<file path="config.mk">
export PLATFORM = sky130hd
export DESIGN_NAME = dec_exe_skid_stage
export DESIGN_NICKNAME = d
export VERILOG_FILES = /design/src/rtl/dec_exe_skid_stage_pkg.sv /design/src/rtl/dec_exe_skid_stage_sat_counter.sv /design/src/rtl/dec_exe_skid_stage.sv
export SDC_FILE = /design/constraint.sdc
export NUM_CORES = 1
export LEC_CHECK = 0
export ABC_AREA = 1
export CAP_MARGIN = 20
export CORE_MARGIN = 2
export CORE_UTILIZATION = 35
export CTS_BUF_LIST = sky130_fd_sc_hd__clkbuf_8 sky130_fd_sc_hd__clkbuf_16
export DETAILED_ROUTE_END_ITERATION = 8
export GPL_ROUTABILITY_DRIVEN = 0
export PLACE_DENSITY = 0.68
export REMOVE_ABC_BUFFERS = 1
export SLEW_MARGIN = 30
export SYNTH_ARGS = -nofsm -noshare
export SYNTH_HDL_FRONTEND = slang
export SYNTH_SLANG_ARGS = --single-unit
</file>
<file path="constraint.sdc">
create_clock -name clk_i -period 5.6 [get_ports clk_i]
set_clock_uncertainty 0.1 [all_clocks]
set_input_delay 1.4 -clock clk_i [delete_from_list [all_inputs] [get_ports clk_i]]
set_output_delay 1.4 -clock clk_i [all_outputs]
set_load 0.005 [all_outputs]
</file>
<file path="src/rtl/dec_exe_skid_stage_pkg.sv">
// Shared definitions for the decode-to-execute pipeline stage.
package dec_exe_skid_stage_pkg;

    // Default payload / counter widths
    localparam int DEF_DATA_W  = 32;
    localparam int DEF_ADDR_W  = 5;
    localparam int DEF_INSTR_W = 32;
    localparam int DEF_PC_W    = 32;
    localparam int DEF_CNT_W   = 16;

    // Occupancy state: EMPTY, main entry held, main + skid entry held
    typedef enum logic [1:0] {
        ST_EMPTY = 2'd0,
        ST_ONE   = 2'd1,
        ST_FULL  = 2'd2
    } pipe_state_e;

endpackage

</file>
<file path="src/rtl/dec_exe_skid_stage_sat_counter.sv">
// Saturating up-counter with synchronous active-low reset.
module sat_counter #(
    parameter int W = 16
) (
    input  logic         clk_i,
    input  logic         rsn_i,
    input  logic         inc_i,
    output logic [W-1:0] count_o
);

    logic [W-1:0] count_q;
    logic [W-1:0] count_d;

    // Increment on request unless already at all-ones
    always_comb begin
        count_d = count_q;
        if (inc_i && !(&count_q)) begin
            count_d = count_q + W'(1);
        end
    end

    // Counter register, cleared only by reset
    always_ff @(posedge clk_i) begin
        if (!rsn_i) begin
            count_q <= '0;
        end else begin
            count_q <= count_d;
        end
    end

    assign count_o = count_q;

endmodule

</file>
<file path="src/rtl/dec_exe_skid_stage.sv">
// Decode-to-execute stage: valid/ready on both sides, optional two-entry
// skid buffer, kill flush and saturating stall/bubble counters.
module dec_exe_skid_stage
    import dec_exe_skid_stage_pkg::*;
#(
    parameter int DATA_W  = DEF_DATA_W,
    parameter int ADDR_W  = DEF_ADDR_W,
    parameter int INSTR_W = DEF_INSTR_W,
    parameter int PC_W    = DEF_PC_W,
    parameter int SKID_EN = 1,
    parameter int CNT_W   = DEF_CNT_W
) (
    input  logic               clk_i,
    input  logic               rsn_i,
    input  logic               kill_i,
    input  logic               dec_valid_i,
    output logic               dec_ready_o,
    input  logic [DATA_W-1:0]  dec_read_data_a_i,
    input  logic [DATA_W-1:0]  dec_read_data_b_i,
    input  logic [ADDR_W-1:0]  dec_write_addr_i,
    input  logic               dec_int_write_enable_i,
    input  logic [INSTR_W-1:0] dec_instruction_i,
    input  logic [PC_W-1:0]    dec_pc_i,
    output logic               exe_valid_o,
    input  logic               exe_ready_i,
    output logic [DATA_W-1:0]  exe_read_data_a_o,
    output logic [DATA_W-1:0]  exe_read_data_b_o,
    output logic [ADDR_W-1:0]  exe_write_addr_o,
    output logic               exe_int_write_enable_o,
    output logic [INSTR_W-1:0] exe_instruction_o,
    output logic [PC_W-1:0]    exe_pc_o,
    output logic [CNT_W-1:0]   stall_cnt_o,
    output logic [CNT_W-1:0]   bubble_cnt_o
);

    pipe_state_e state_q;
    pipe_state_e state_d;

    // Main (head) entry
    logic [DATA_W-1:0]  a_q;
    logic [DATA_W-1:0]  b_q;
    logic [ADDR_W-1:0]  wa_q;
    logic               we_q;
    logic [INSTR_W-1:0] ins_q;
    logic [PC_W-1:0]    pc_q;

    // Skid entry, only ever loaded when SKID_EN != 0
    logic [DATA_W-1:0]  sa_q;
    logic [DATA_W-1:0]  sb_q;
    logic [ADDR_W-1:0]  swa_q;
    logic               swe_q;
    logic [INSTR_W-1:0] sins_q;
    logic [PC_W-1:0]    spc_q;

    logic in_fire;
    logic out_fire;
    logic ld_main_in;
    logic ld_main_skid;
    logic ld_skid;

    assign exe_valid_o = (state_q != ST_EMPTY);
    assign in_fire     = dec_valid_i & dec_ready_o;
    assign out_fire    = exe_valid_o & exe_ready_i;

    // Upstream ready: registered (state decode) with skid, combinational without.
    // Held high through reset so decode sees the stage as open immediately.
    generate
        if (SKID_EN != 0) begin : g_ready_skid
            assign dec_ready_o = !rsn_i || (state_q != ST_FULL);
        end else begin : g_ready_comb
            assign dec_ready_o = !rsn_i || !exe_valid_o || exe_ready_i;
        end
    endgenerate

    // Next occupancy state and which payload registers load; kill overrides all
    always_comb begin
        state_d      = state_q;
        ld_main_in   = 1'b0;
        ld_main_skid = 1'b0;
        ld_skid      = 1'b0;
        unique case (state_q)
            ST_EMPTY: begin
                if (in_fire) begin
                    state_d    = ST_ONE;
                    ld_main_in = 1'b1;
                end
            end
            ST_ONE: begin
                if (in_fire && out_fire) begin
                    ld_main_in = 1'b1;
                end else if (in_fire) begin
                    if (SKID_EN != 0) begin
                        state_d = ST_FULL;
                        ld_skid = 1'b1;
                    end else begin
                        // Unreachable: without skid, accept while held implies out_fire
                        ld_main_in = 1'b1;
                    end
                end else if (out_fire) begin
                    state_d = ST_EMPTY;
                end
            end
            ST_FULL: begin
                if (out_fire) begin
                    state_d      = ST_ONE;
                    ld_main_skid = 1'b1;
                end
            end
            default: begin
                state_d = ST_EMPTY;
            end
        endcase
        if (kill_i) begin
            state_d      = ST_EMPTY;
            ld_main_in   = 1'b0;
            ld_main_skid = 1'b0;
            ld_skid      = 1'b0;
        end
    end

    // Occupancy state register
    always_ff @(posedge clk_i) begin
        if (!rsn_i) begin
            state_q <= ST_EMPTY;
        end else begin
            state_q <= state_d;
        end
    end

    // Payload registers: zeroed by reset or kill, otherwise loaded per FSM
    always_ff @(posedge clk_i) begin
        if (!rsn_i || kill_i) begin
            a_q    <= '0;
            b_q    <= '0;
            wa_q   <= '0;
            we_q   <= 1'b0;
            ins_q  <= '0;
            pc_q   <= '0;
            sa_q   <= '0;
            sb_q   <= '0;
            swa_q  <= '0;
            swe_q  <= 1'b0;
            sins_q <= '0;
            spc_q  <= '0;
        end else begin
            if (ld_main_in) begin
                a_q   <= dec_read_data_a_i;
                b_q   <= dec_read_data_b_i;
                wa_q  <= dec_write_addr_i;
                we_q  <= dec_int_write_enable_i;
                ins_q <= dec_instruction_i;
                pc_q  <= dec_pc_i;
            end else if (ld_main_skid) begin
                a_q   <= sa_q;
                b_q   <= sb_q;
                wa_q  <= swa_q;
                we_q  <= swe_q;
                ins_q <= sins_q;
                pc_q  <= spc_q;
            end
            if (ld_skid) begin
                sa_q   <= dec_read_data_a_i;
                sb_q   <= dec_read_data_b_i;
                swa_q  <= dec_write_addr_i;
                swe_q  <= dec_int_write_enable_i;
                sins_q <= dec_instruction_i;
                spc_q  <= dec_pc_i;
            end
        end
    end

    assign exe_read_data_a_o      = a_q;
    assign exe_read_data_b_o      = b_q;
    assign exe_write_addr_o       = wa_q;
    assign exe_int_write_enable_o = we_q & exe_valid_o;
    assign exe_instruction_o      = ins_q;
    assign exe_pc_o               = pc_q;

    sat_counter #(.W(CNT_W)) u_stall_cnt (
        .clk_i   (clk_i),
        .rsn_i   (rsn_i),
        .inc_i   (exe_valid_o & !exe_ready_i),
        .count_o (stall_cnt_o)
    );

    sat_counter #(.W(CNT_W)) u_bubble_cnt (
        .clk_i   (clk_i),
        .rsn_i   (rsn_i),
        .inc_i   (!exe_valid_o & exe_ready_i),
        .count_o (bubble_cnt_o)
    );

endmodule
</file>
==> impl_metrics.py <==
metrics = {
    "layout": {
        "register_area_um2": 6050,
        "n_fill_cell": 3359,
        "areaGrowthSynthToFinish_pct": 34.4,
        "instances_no_fill": 2377,
        "num-nets-final": 2030,
        "multiInputGateArea_um2": 5500,
        "drive_gt1_share_pct": 4.29,
    },
    "clock_network": {
        "cts_buffer_depth": 3,
        "cts_root_buf": "clkbuf_16",
        "insertion_delay_ps": 500,
        "tritoncts": "built",
        "cts_setup_buffers": 0,
        "numCtsBuffers": 34,
        "cts_hold_buf": 0,
        "clock-sinks": 302,
        "cts-htree-levels": 2,
        "cts_resized": 0,
        "path_clk_slew_ps": 60,
    },
    "synthesis": {
        "synth_flop_cell": "dfxtp_1",
        "yosysMostFrequentCell": "dfxtp_1",
        "yosysTopAreaCell": "dfxtp_1",
        "synth_top_family_by_area": "simple AND/OR/NAND/NOR gates",
        "synth_compound_area_share_pct": 17.8,
        "yosys_warnings": 0,
        "synth_edf_count": 0,
        "netlist.area_leader.share_pct": 48.5,
        "synth_fa_ha_area_share_pct": 0.201,
        "ys_seq_area_share_pct": 48.5,
        "synth_common_cells": "dfxtp_1 (302), nor2_1 (261), nand2_1 (197), nand3_1 (152), a21oi_1 (142)",
        "synthArstFlopShare_pct": 0,
        "synth_area_um2": 12500,
        "synth_area_leaders": "dfxtp_1 (48%), nor2_1 (7.9%), nand3_1 (6.1%)",
        "synthSimpleGateAreaFrac_pct": 24.9,
        "synthCells": 1671,
        "syn_avg_cell_area_um2": 7.46,
        "ys_ff_latch": 302,
        "muxShareOfSynthArea_pct": 0,
        "yosysUniqueCellTypes": 32,
        "synth_xor_area_share_pct": 0.983,
    },
    "routing": {
        "wire_per_inst_um": 17.4,
        "wl_met3_um": 3040,
        "routed_wl_um": 41500,
        "wl_met1_um": 17800,
        "drtIter0Drc": 1124,
        "ant_nets": 0,
        "drcViolationCount": 0,
        "via_per_inst": 5.39,
        "dr.max_layer_used": "met4",
        "num_vias": 12800,
        "routed-wl-met2_um": 19200,
        "dr.pass1.iters": 5,
    },
    "power_and_ir_drop": {
        "powerDensity_nw_per_um2": 283,
        "p_leak_nw": 5.70,
        "combPwrFrac_pct": 8.3,
        "internal_power_mw": 3.63,
        "pwr-share-seq_pct": 46.3,
        "p_sw_mw": 1.12,
        "ir_worst_vdd_mv": 0.167,
        "swShare_pct": 23.5,
        "p_clk_share_pct": 45.3,
        "power_mw": 4.74,
    },
    "sta": {
        "hold_viol_final": 0,
        "fin_ws_ps": 1550,
        "tns_ps": 0,
        "setup_violations": 0,
        "period_needed_ps": 4050,
        "slew_violations": 0,
        "slew_headroom_pct": 32.4,
        "tightest_slew_ps": 1010,
        "rsz0062_at_grt": "false",
        "holdWs_ps": 348,
        "period_share_pct": 72.3,
        "fmax_mhz": 247,
    },
    "run_status": {
        "outcome": "completed",
    },
    "floorplanning": {
        "die_x_um": 193,
        "design.core.area_um2": 35300,
        "die-area_um2": 37100,
        "io-pin-count": 307,
        "die_h_um": 193,
        "rows": 69,
        "initial_core_util_pct": 35.3,
    },
    "critical_path": {
        "rr_worst_depth": 6,
        "cp-end-kind": "output pin",
        "arrival_ps": 2550,
        "critical_path_required_ps": 4100,
        "cp-start-kind": "primary input",
        "critPathMaxFanout": 8,
        "crit_type": "primary input to output pin",
    },
    "grt": {
        "grt-ovfl-total": 0,
        "grt_use_total_pct": 21.5,
        "antenna_found_initial": 3,
        "first_global_vias": 12000,
        "grt_pass1_wl_um": 64700,
        "grt_max_degree": 135,
    },
    "hold_path": {
        "hold_class": "flop to flop",
        "holdPathStages": 2,
    },
    "place": {
        "place_ws_ps": 1540,
        "portBuffers": 306,
        "placed_cells": 2314,
        "place_hpwl_um": 24000,
    },
    "run": {
        "drv_cap": 0,
    },
}
[registers in the layout, summed over array words and instances (netlist names)]
signal                count
u_bubble_cnt.count_o     16
sins_q                   32
state_q                   2
spc_q                    32
swa_q                     5
exe_read_data_b_o        32
sb_q                     32
exe_read_data_a_o        32
sa_q                     32
swe_q                     1
exe_write_addr_o          5
exe_pc_o                 32
exe_instruction_o        32
we_q                      1
u_stall_cnt.count_o      16
[cell usage in the layout, fill, tap and decap left out]
cell,n
clkinv_2,9
bufinv_16,1
nor2_2,2
o21ai_0,138
buf_4,10
o21a_1,1
ha_1,2
o21ai_1,61
nor2_4,3
diode_2,3
nand4_1,88
a211oi_1,1
inv_6,1
o21bai_2,1
xor2_1,10
inv_1,90
nand3_2,1
nor4_1,1
a21oi_1,142
nand2_4,1
clkbuf_8,3
inv_2,3
dfxtp_1,302
xnor2_1,4
buf_2,1
o21bai_1,1
a31oi_1,76
clkbuf_16,37
buf_12,4
nand2_1,196
nand2_2,1
nor2_1,260
and2_4,1
clkdlybuf4s50_1,305
inv_4,1
buf_6,1
a221oi_1,1
nor3_4,1
nand3_1,151
nor3_1,1
[final cells by class]
class | instances | share of cell area [%]
antenna | 3 | 0.0448
inverter | 85 | 1.95
multi-input combinational | 1145 | 32.8
timing repair buffer | 321 | 19.2
clock buffer | 40 | 5.77
sequential | 302 | 36.1
tap | 461 | 3.44
clock inverter | 20 | 0.672
[cell families (layout without fill, tap and decap cells)]
| family | Yosys count | count (layout) |
|---|---|---|
| adders and majority gates | 2 | 2 |
| buffers and inverters | 224 | 466 |
| DFF | 302 | 302 |
| AOI/OAI and AO/OA | 422 | 422 |
| and+or+nand+nor | 707 | 707 |
| other | 0 | 3 |
| xor gates and xnor gates | 14 | 14 |
[per-layer routing]
layer  up-vias  global-route usage, %
met5         -                      0
met4         0                   9.28
met3        76                   2.91
met2       561                   34.8
met1      6024                   28.6
li1       6155                      -
[power groups by stage]
stage	clock network (mW)	registers, mW	logic [mW]
6_report	2.15	2.20	0.395
5_1_grt	2.29	2.20	0.427
4_1_cts	2.20	2.20	0.395
3_5_place_dp	0	2.24	0.392
3_3_place_gp	0	2.24	0.388
2_1_floorplan	0	2.24	0.143
[metrics by stage]
step	utilization (%)	instance area, um2
4_1_cts	47.4	16700
5_1_grt	47.5	16800
3_3_place_gp	44.4	15700
6_report	47.5	16800
3_5_place_dp	44.4	15700
2_1_floorplan	-	11800
[critical path, stage by stage]
cell and delay [ps]:
clkdlybuf4s50_1 530, nand2_1 120, clkdlybuf4s50_1 500
[final timing paths]
| kind | startpoint | endpoint | slack [ps] |
|---|---|---|---|
| max reg2reg | state_q[0]$_SDFFE_PP0P_ | sins_q[0]$_SDFFE_PP0P_ | 2690 |
| min | sb_q[9]$_SDFFE_PP0P_ | sb_q[9]$_SDFFE_PP0P_ | 350 |
| max | rsn_i | dec_ready_o | 1550 |
| min reg2reg | sb_q[9]$_SDFFE_PP0P_ | sb_q[9]$_SDFFE_PP0P_ | 350 |
Power figures use the tool's default switching activity.
